===== src/rtl/seg7_scan_driver_pkg.sv =====
// Shared types and constants for the two-digit
// multiplexed seven-segment scan driver.
package seg7_scan_driver_pkg;

  typedef enum logic [1:0] {
    GAP_U = 2'd0,
    UNITS = 2'd1,
    GAP_T = 2'd2,
    TENS  = 2'd3
  } scan_state_t;

  // Active-high segment patterns, bit order {g,f,e,d,c,b,a}
  localparam logic [6:0] SEG_0    = 7'h3F;
  localparam logic [6:0] SEG_1    = 7'h06;
  localparam logic [6:0] SEG_2    = 7'h5B;
  localparam logic [6:0] SEG_3    = 7'h4F;
  localparam logic [6:0] SEG_4    = 7'h66;
  localparam logic [6:0] SEG_5    = 7'h6D;
  localparam logic [6:0] SEG_6    = 7'h7D;
  localparam logic [6:0] SEG_7    = 7'h07;
  localparam logic [6:0] SEG_8    = 7'h7F;
  localparam logic [6:0] SEG_9    = 7'h6F;
  localparam logic [6:0] SEG_DASH = 7'h40;
  localparam logic [6:0] SEG_OFF  = 7'h00;

  localparam logic [1:0] AN_OFF   = 2'b11;
  localparam logic [1:0] AN_UNITS = 2'b10;
  localparam logic [1:0] AN_TENS  = 2'b01;

endpackage


===== src/rtl/seg7_scan_driver_bcd_to_7seg.sv =====
// Combinational BCD to active-high segment decoder.
// Non-BCD codes show a dash.
module bcd_to_7seg
  import seg7_scan_driver_pkg::*;
(
  input  logic [3:0] bcd,
  output logic [6:0] seg
);

  always_comb begin
    seg = SEG_DASH;
    case (bcd)
      4'd0:    seg = SEG_0;
      4'd1:    seg = SEG_1;
      4'd2:    seg = SEG_2;
      4'd3:    seg = SEG_3;
      4'd4:    seg = SEG_4;
      4'd5:    seg = SEG_5;
      4'd6:    seg = SEG_6;
      4'd7:    seg = SEG_7;
      4'd8:    seg = SEG_8;
      4'd9:    seg = SEG_9;
      default: seg = SEG_DASH;
    endcase
  end

endmodule


===== src/rtl/seg7_scan_driver.sv =====
// Two-digit common-anode scan driver with per-frame
// atomic digit capture, guard gaps and lead-zero blank.
module seg7_scan_driver
  import seg7_scan_driver_pkg::*;
#(
  parameter int REFRESH_DIV     = 50000,
  parameter int GUARD           = 16,
  parameter int BLANK_LEAD_ZERO = 1,
  parameter int ACTIVE_LOW_SEG  = 1
) (
  input  logic       CLK,
  input  logic       Reset_n,
  input  logic [3:0] Units,
  input  logic [3:0] Tens,
  output logic [6:0] Seg,
  output logic [1:0] An,
  output logic       Frame_tick
);

  localparam int MAXL =
    (REFRESH_DIV > GUARD) ? REFRESH_DIV : GUARD;
  localparam int CW = (MAXL > 1) ? $clog2(MAXL) : 1;
  localparam logic [CW-1:0] SLOT_END = CW'(REFRESH_DIV - 1);
  localparam logic [CW-1:0] GAP_END  = CW'(GUARD - 1);
  localparam logic [6:0] SEG_RST =
    (ACTIVE_LOW_SEG != 0) ? ~SEG_OFF : SEG_OFF;

  if (REFRESH_DIV < 2 || GUARD < 1) begin : g_bad_param
    $error("seg7_scan_driver: REFRESH_DIV>=2, GUARD>=1");
  end

  scan_state_t   state_q, state_d;
  logic [CW-1:0] cnt_q, cnt_d;
  logic [3:0]    u_q, t_q;
  logic          capture, last, blank_t;
  logic [3:0]    digit;
  logic [6:0]    dec_seg, raw_d, seg_d;
  logic [1:0]    an_d;

  assign capture = (state_q == GAP_U) && (cnt_q == '0);
  assign blank_t = (BLANK_LEAD_ZERO != 0) && (t_q == 4'd0);
  assign digit   = (state_q == TENS) ? t_q : u_q;

  bcd_to_7seg u_dec (
    .bcd (digit),
    .seg (dec_seg)
  );

  always_comb begin
    state_d = state_q;
    cnt_d   = cnt_q + CW'(1);
    last    = 1'b0;
    unique case (state_q)
      GAP_U, GAP_T: last = (cnt_q == GAP_END);
      UNITS, TENS:  last = (cnt_q == SLOT_END);
      default:      last = 1'b1;
    endcase
    if (last) begin
      cnt_d = '0;
      unique case (state_q)
        GAP_U:   state_d = UNITS;
        UNITS:   state_d = GAP_T;
        GAP_T:   state_d = TENS;
        TENS:    state_d = GAP_U;
        default: state_d = GAP_U;
      endcase
    end
  end

  // Display drive follows the current state one cycle later
  always_comb begin
    an_d  = AN_OFF;
    raw_d = SEG_OFF;
    unique case (1'b1)
      (state_q == UNITS): begin
        an_d  = AN_UNITS;
        raw_d = dec_seg;
      end
      (state_q == TENS) && !blank_t: begin
        an_d  = AN_TENS;
        raw_d = dec_seg;
      end
      default: begin
        an_d  = AN_OFF;
        raw_d = SEG_OFF;
      end
    endcase
    seg_d = (ACTIVE_LOW_SEG != 0) ? ~raw_d : raw_d;
  end

  always_ff @(posedge CLK or negedge Reset_n) begin
    if (!Reset_n) begin
      state_q    <= GAP_U;
      cnt_q      <= '0;
      u_q        <= 4'd0;
      t_q        <= 4'd0;
      An         <= AN_OFF;
      Seg        <= SEG_RST;
      Frame_tick <= 1'b0;
    end else begin
      state_q    <= state_d;
      cnt_q      <= cnt_d;
      An         <= an_d;
      Seg        <= seg_d;
      Frame_tick <= capture;
      if (capture) begin
        u_q <= Units;
        t_q <= Tens;
      end
    end
  end

endmodule


===== config.mk =====
export PLATFORM = sky130hd
export DESIGN_NAME = seg7_scan_driver
export DESIGN_NICKNAME = d
export VERILOG_FILES = /design/src/rtl/seg7_scan_driver_pkg.sv /design/src/rtl/seg7_scan_driver_bcd_to_7seg.sv /design/src/rtl/seg7_scan_driver.sv
export SDC_FILE = /design/constraint.sdc
export NUM_CORES = 1
export LEC_CHECK = 0
export CORE_MARGIN = 2
export CORE_UTILIZATION = 60
export CTS_CLUSTER_SIZE = 30
export DETAILED_ROUTE_END_ITERATION = 7
export GPL_ROUTABILITY_DRIVEN = 1
export GPL_TIMING_DRIVEN = 0
export PLACE_DENSITY = 0.92
export SYNTH_ARGS = -nofsm -noshare
export SYNTH_HDL_FRONTEND = slang
export SYNTH_SLANG_ARGS = --single-unit

===== constraint.sdc =====
create_clock -name CLK -period 3.92 [get_ports CLK]
set_clock_uncertainty 0.15 [all_clocks]
set_input_delay 0.588 -clock CLK [delete_from_list [all_inputs] [get_ports CLK]]
set_output_delay 0.588 -clock CLK [all_outputs]
set_load 0.01 [all_outputs]

# == After elaboration in Yosys (flattened, before gate mapping) ==
# Memory sizes are Yosys's and may differ from the RTL's.
# Cells that the tools add are included.
# classes
n_mux,6
n_eq_ne,5
reduce_logical,9
n_bitwise,1
add_sub_neg,1
# ops
op,count
"adder 16 x 1 -> 16 bit, second input constant",1
"equality test 16 bit, second input constant",1
"equality test 16 x 4 -> 1 bit, second input constant",1
zero test 16 bit,1
2-to-1 mux 16 bit,1
case mux 2 bit (4 select lines),1
2-to-1 mux 7 bit,1
inverter 7 bit,1
OR reduction 2 bit,3
"equality test 2 bit, second input constant",2
zero test 4 bit,1
2-to-1 mux 4 bit,1
case mux 2 bit (2 select lines),1
"equality test 2 x 1 -> 1 bit, second input constant",1
logical AND 1 bit,2
zero test 2 bit,1
case mux 1 bit (2 select lines),1
zero test 1 bit,1
# totals
output_inout_bits,10
in_bits,10
ff_bits,36
mem_bits_ro,112
mem_count,1
# mem_list
name,words,word_bits,read_ports,rd_clocked_by_memory_dff,write_ports,line,text
(no name shown),16,7,1,0,0,seg7_scan_driver_bcd_to_7seg.sv:12,case (bcd)

# == Depth between registers and ports, before layout ==
# logic_depth
word_depth,6
depth_mapped,9
depth_no_buf,8

# == Cells and area by module ==
# A second synthesis with hierarchy kept.
# hier_totals
hier_cells,169
hier_area_um2,1856.8
# by_module_without_submodules
mod,seq_area_each_um2,n_inst,area_each_um2,cells_each
seg7_scan_driver,912.1,1,1631.6,140
bcd_to_7seg,0.0,1,225.2,29

# == Worst setup path before layout ==
# Ideal clock, no wire load.
# synth_timing
path_kind,register to register
startpoint,reg state_q[0]
endpoint,reg Seg[4]
path_slack_ns,1.978
stages_incl_launch_ff,9
path_buffers,1
t_arrival_ns,1.707
path_cell_list,dfrtp_1 ha_1 buf_6 mux2i_1 ha_1 inv_1 or2_2 nor2_1 o21ai_0
# synth_via
elab_chain_len,5
elab_cells_between_ends,8
# synth_lines
item,line,text
start: declaration,seg7_scan_driver.sv:32,"scan_state_t state_q, state_d;"
start signal: assignment,seg7_scan_driver.sv:101,state_q <= state_d;
equality test 2 bit,"seg7_scan_driver.sv:42, seg7_scan_driver.sv:79",
2-to-1 mux 4 bit or logical AND 1 bit (tied branches),"seg7_scan_driver.sv:42, seg7_scan_driver.sv:79",
memory read (16 x 7 bit) or OR reduction 2 bit (tied branches),n/a,
2-to-1 mux 7 bit (*),seg7_scan_driver.sv:74,unique case (1'b1)
inverter 7 bit (*),seg7_scan_driver.sv:88,seg_d = (ACTIVE_LOW_SEG != 0) ? ~raw_d : raw_d;
via seg_d[4],seg7_scan_driver.sv:37,"logic [6:0] dec_seg, raw_d, seg_d;"
end signal: assignment,seg7_scan_driver.sv:104,Seg <= seg_d;
end: declaration,seg7_scan_driver.sv:15,"output logic [6:0] Seg,"
# Mark *: on every way through the listed nets, which the timed path passes. The rest lies on a longest branch.
# A chain may end at the register's enable or synchronous reset.

# == Worst setup path after layout ==
# Same ends and word-level chain as after synthesis.

==> results.cfg <==
[status]
status = completed

[pwr]
p_leak_nw = 0.9687
powerDensity_mw_per_mm2 = 302.5
p_total_mw = 0.6521
peakVddDrop_uv = 296.9

[detailed_routing]
wire_per_inst_um = 15.37
drc = 0
detail-route-antenna-nets = 0
drt-initial-drc-count = 31
vias = 1225
wirelength_um = 3335
first_pass_iters = 4
routed_via_density = 5.645

[sta]
slew_headroom = 0.4804
fmax_mhz = 446.5
setup_viol_count_final = 0
tns_ns = 0
layout_setup_ws_ns = 1.680
finalHoldViolations = 0
tightestPinTransition_ns = 0.7794
slew_violations = 0
finalCritPeriodShare = 0.5714
grt_setup_unrepaired = false
whs_ns = 0.1705
fin_crit_ns = 2.240

[setup_path]
worstSetupPathType = flop to flop
cpPeakStageDelay_ns = 0.47
critPathMaxFanout = 6
cpMostUsedCell = ha_1
cp-start-kind = flop
arrival_ns = 2.36
critPathSlowestCell = dfrtp_1
worstPathRequired_ns = 4.04
cp-end-kind = flop
path_cells = ha_1, buf_6, mux2i_1, ha_1, inv_1, or2_2, nor2_1, o21ai_0

[logic_synthesis]
yosysSeqAreaShare = 0.4876
yosys.area.top_type = dfrtp_1
syn-instance-count = 157
ys_async_sr_fraction = 1.000
synth_area_leaders = dfrtp_1 36%, dfstp_2 13%, ha_1 8.0%
synth.most_common_cell = dfrtp_1
synth_top_cell_area_share = 0.3612
synth_commonest_cells = 27 x dfrtp_1, 15 x nor2_1, 12 x ha_1
netlist_area_mm2 = 0.001871
synthesis.nets = 179
ys_seq_elements = 36
synth.distinct_cells = 33
yosys_warnings = 0
syn_avg_cell_area_um2 = 11.91
synth-edff-count = 0
synth-main-ff-cell = dfrtp_1

[floorplan]
initial_core_util = 0.6229
fp.dieW_um = 59.84
die_y_um = 59.84
rows = 20
die_area_mm2 = 0.003580
io_pins = 20
fp.coreArea_mm2 = 0.003003

[clock_tree]
cts_root_buffer = clkbuf_4
numCtsBuffers = 5
cts_tree = done
insertion_delay_ns = 0.34
htree_levels = 2
clockBufferDepth = 2
cts_resized = 0
clk_pin_slew_worst_paths_ns = 0.10
post-cts-setup-buffer-count = 0
clock_sinks = 36
cts.hold.buffers_added = 0

[final_layout]
diodes = 0
fillers = 217
syn_to_final_growth_pct = 15.25
layout-drive-gt1-share = 0.2174
layout.nets = 205
final-instance-count-excl-fill = 217

[place]
detailedPlace.worstSlack_ns = 1.708
globalplace.congestion = 0.8357
port_buffers = 19
dp_cells = 209
dpl.hpwl_um = 2484

[grt]
grt.total_usage = 0.2175
grt_pass1_vias = 1283
grt_max_degree = 37
grt-ovfl-total = 0
antenna_found_initial = 0
grt_pass1_wl_um = 5671

[job]
maxCapViolCount = 0

[worst_hold_path]
hold_class = input port to async pin
critical path, delay by kind of cell, from the launching register on:
kind / cells / cell delay [ns]
flip-flops: 1 / 0.47
adder cells (fa/ha/maj): 2 / 0.44
AND/OR/NAND/NOR: 2 / 0.43
multiplexers: 1 / 0.42
buffers and inverters: 2 / 0.17
AO/OA/AOI/OAI: 1 / 0.10
flip-flops by register name, indices dropped and copies added, names as in the netlist:
| name | flops |
|---|---|
| An | 2 |
| cnt_q | 16 |
| Frame_tick | 1 |
| Seg | 7 |
| t_q | 4 |
| u_q | 4 |
| state_q | 2 |
cells in the final DEF, fill, tap and decap left out, types with 3 or more instances in the layout:
master / count
dfrtp_1: 27
clkdlybuf4s50_1: 18
nor2_1: 15
ha_1: 12
dfstp_2: 9
inv_1: 9
nand2_1: 8
xnor2_1: 8
mux2i_1: 8
mux2_4: 8
o21ai_0: 7
nand3_1: 5
xor2_1: 5
clkbuf_4: 5
nor3_1: 4
and4_1: 3
buf_6: 3
nand4_1: 3
mux2_2: 3
through the flow:
step / utilization / instance area [µm²]
after global routing: 0.7179 / 2156
after global placement: 0.7000 / 2102
after detailed placement: 0.6983 / 2097
after CTS: 0.7179 / 2156
after floorplan: - / 1871
final: 0.7179 / 2156
where the power goes:
part | switching [mW] | internal, mW | leakage, nW | total, mW
Combinational | 0.0252 | 0.0294 | 0.498 | 0.0546
Clock | 0.119 | 0.0885 | 0.0326 | 0.207
Sequential | 0.00477 | 0.386 | 0.439 | 0.390
routing by layer:
metal	part of all wire	wire length (µm)	vias up	global-route usage
met5	0	0	-	0
met1	0.39	1311	605	0.2437
met3	0.035	116	6	0.06710
li1	-	-	590	-
met4	0.012	40	0	0.07937
met2	0.56	1867	24	0.3851
cells by family (layout without fill, tap and decap cells):
logic type	after synthesis	in the layout	share of synthesized area
AOI/OAI and AO/OA	13	13	0.04347
xor gates and xnor gates	13	13	0.06087
adders and majority gates	12	12	0.08027
buffers and inverters	13	40	0.04013
DFF	36	36	0.4876
muxes	19	19	0.1251
and+or+nand+nor	51	51	0.1625
area by class of cell:
| class | instances | area (µm²) | share of cell area |
|---|---|---|---|
| Buffer | 4 | 41.29 | 0.01915 |
| Clock buffer | 8 | 58.81 | 0.02728 |
| Inverter | 9 | 33.78 | 0.01567 |
| Multi-Input combinational cell | 108 | 883.3 | 0.4097 |
| Sequential cell | 36 | 912.1 | 0.4231 |
| Tap cell | 33 | 41.29 | 0.01915 |
| Timing Repair Buffer | 19 | 185.2 | 0.08590 |
worst paths after layout:
check	endpoint	start	slack (ns)	depth (start not counted)
min in group CLK	u_q[1]	u_q[1]	0.37	1
min reg2reg	u_q[1]	u_q[1]	0.37	1
max	Seg[4]	state_q[0]	1.68	8
max reg2reg	Seg[4]	state_q[0]	1.68	8
max in group asynchronous	cnt_q[8]	Reset_n	2.96	1
min	cnt_q[9]	Reset_n	0.17	1
No activity file was read; power rests on OpenSTA's default activity.
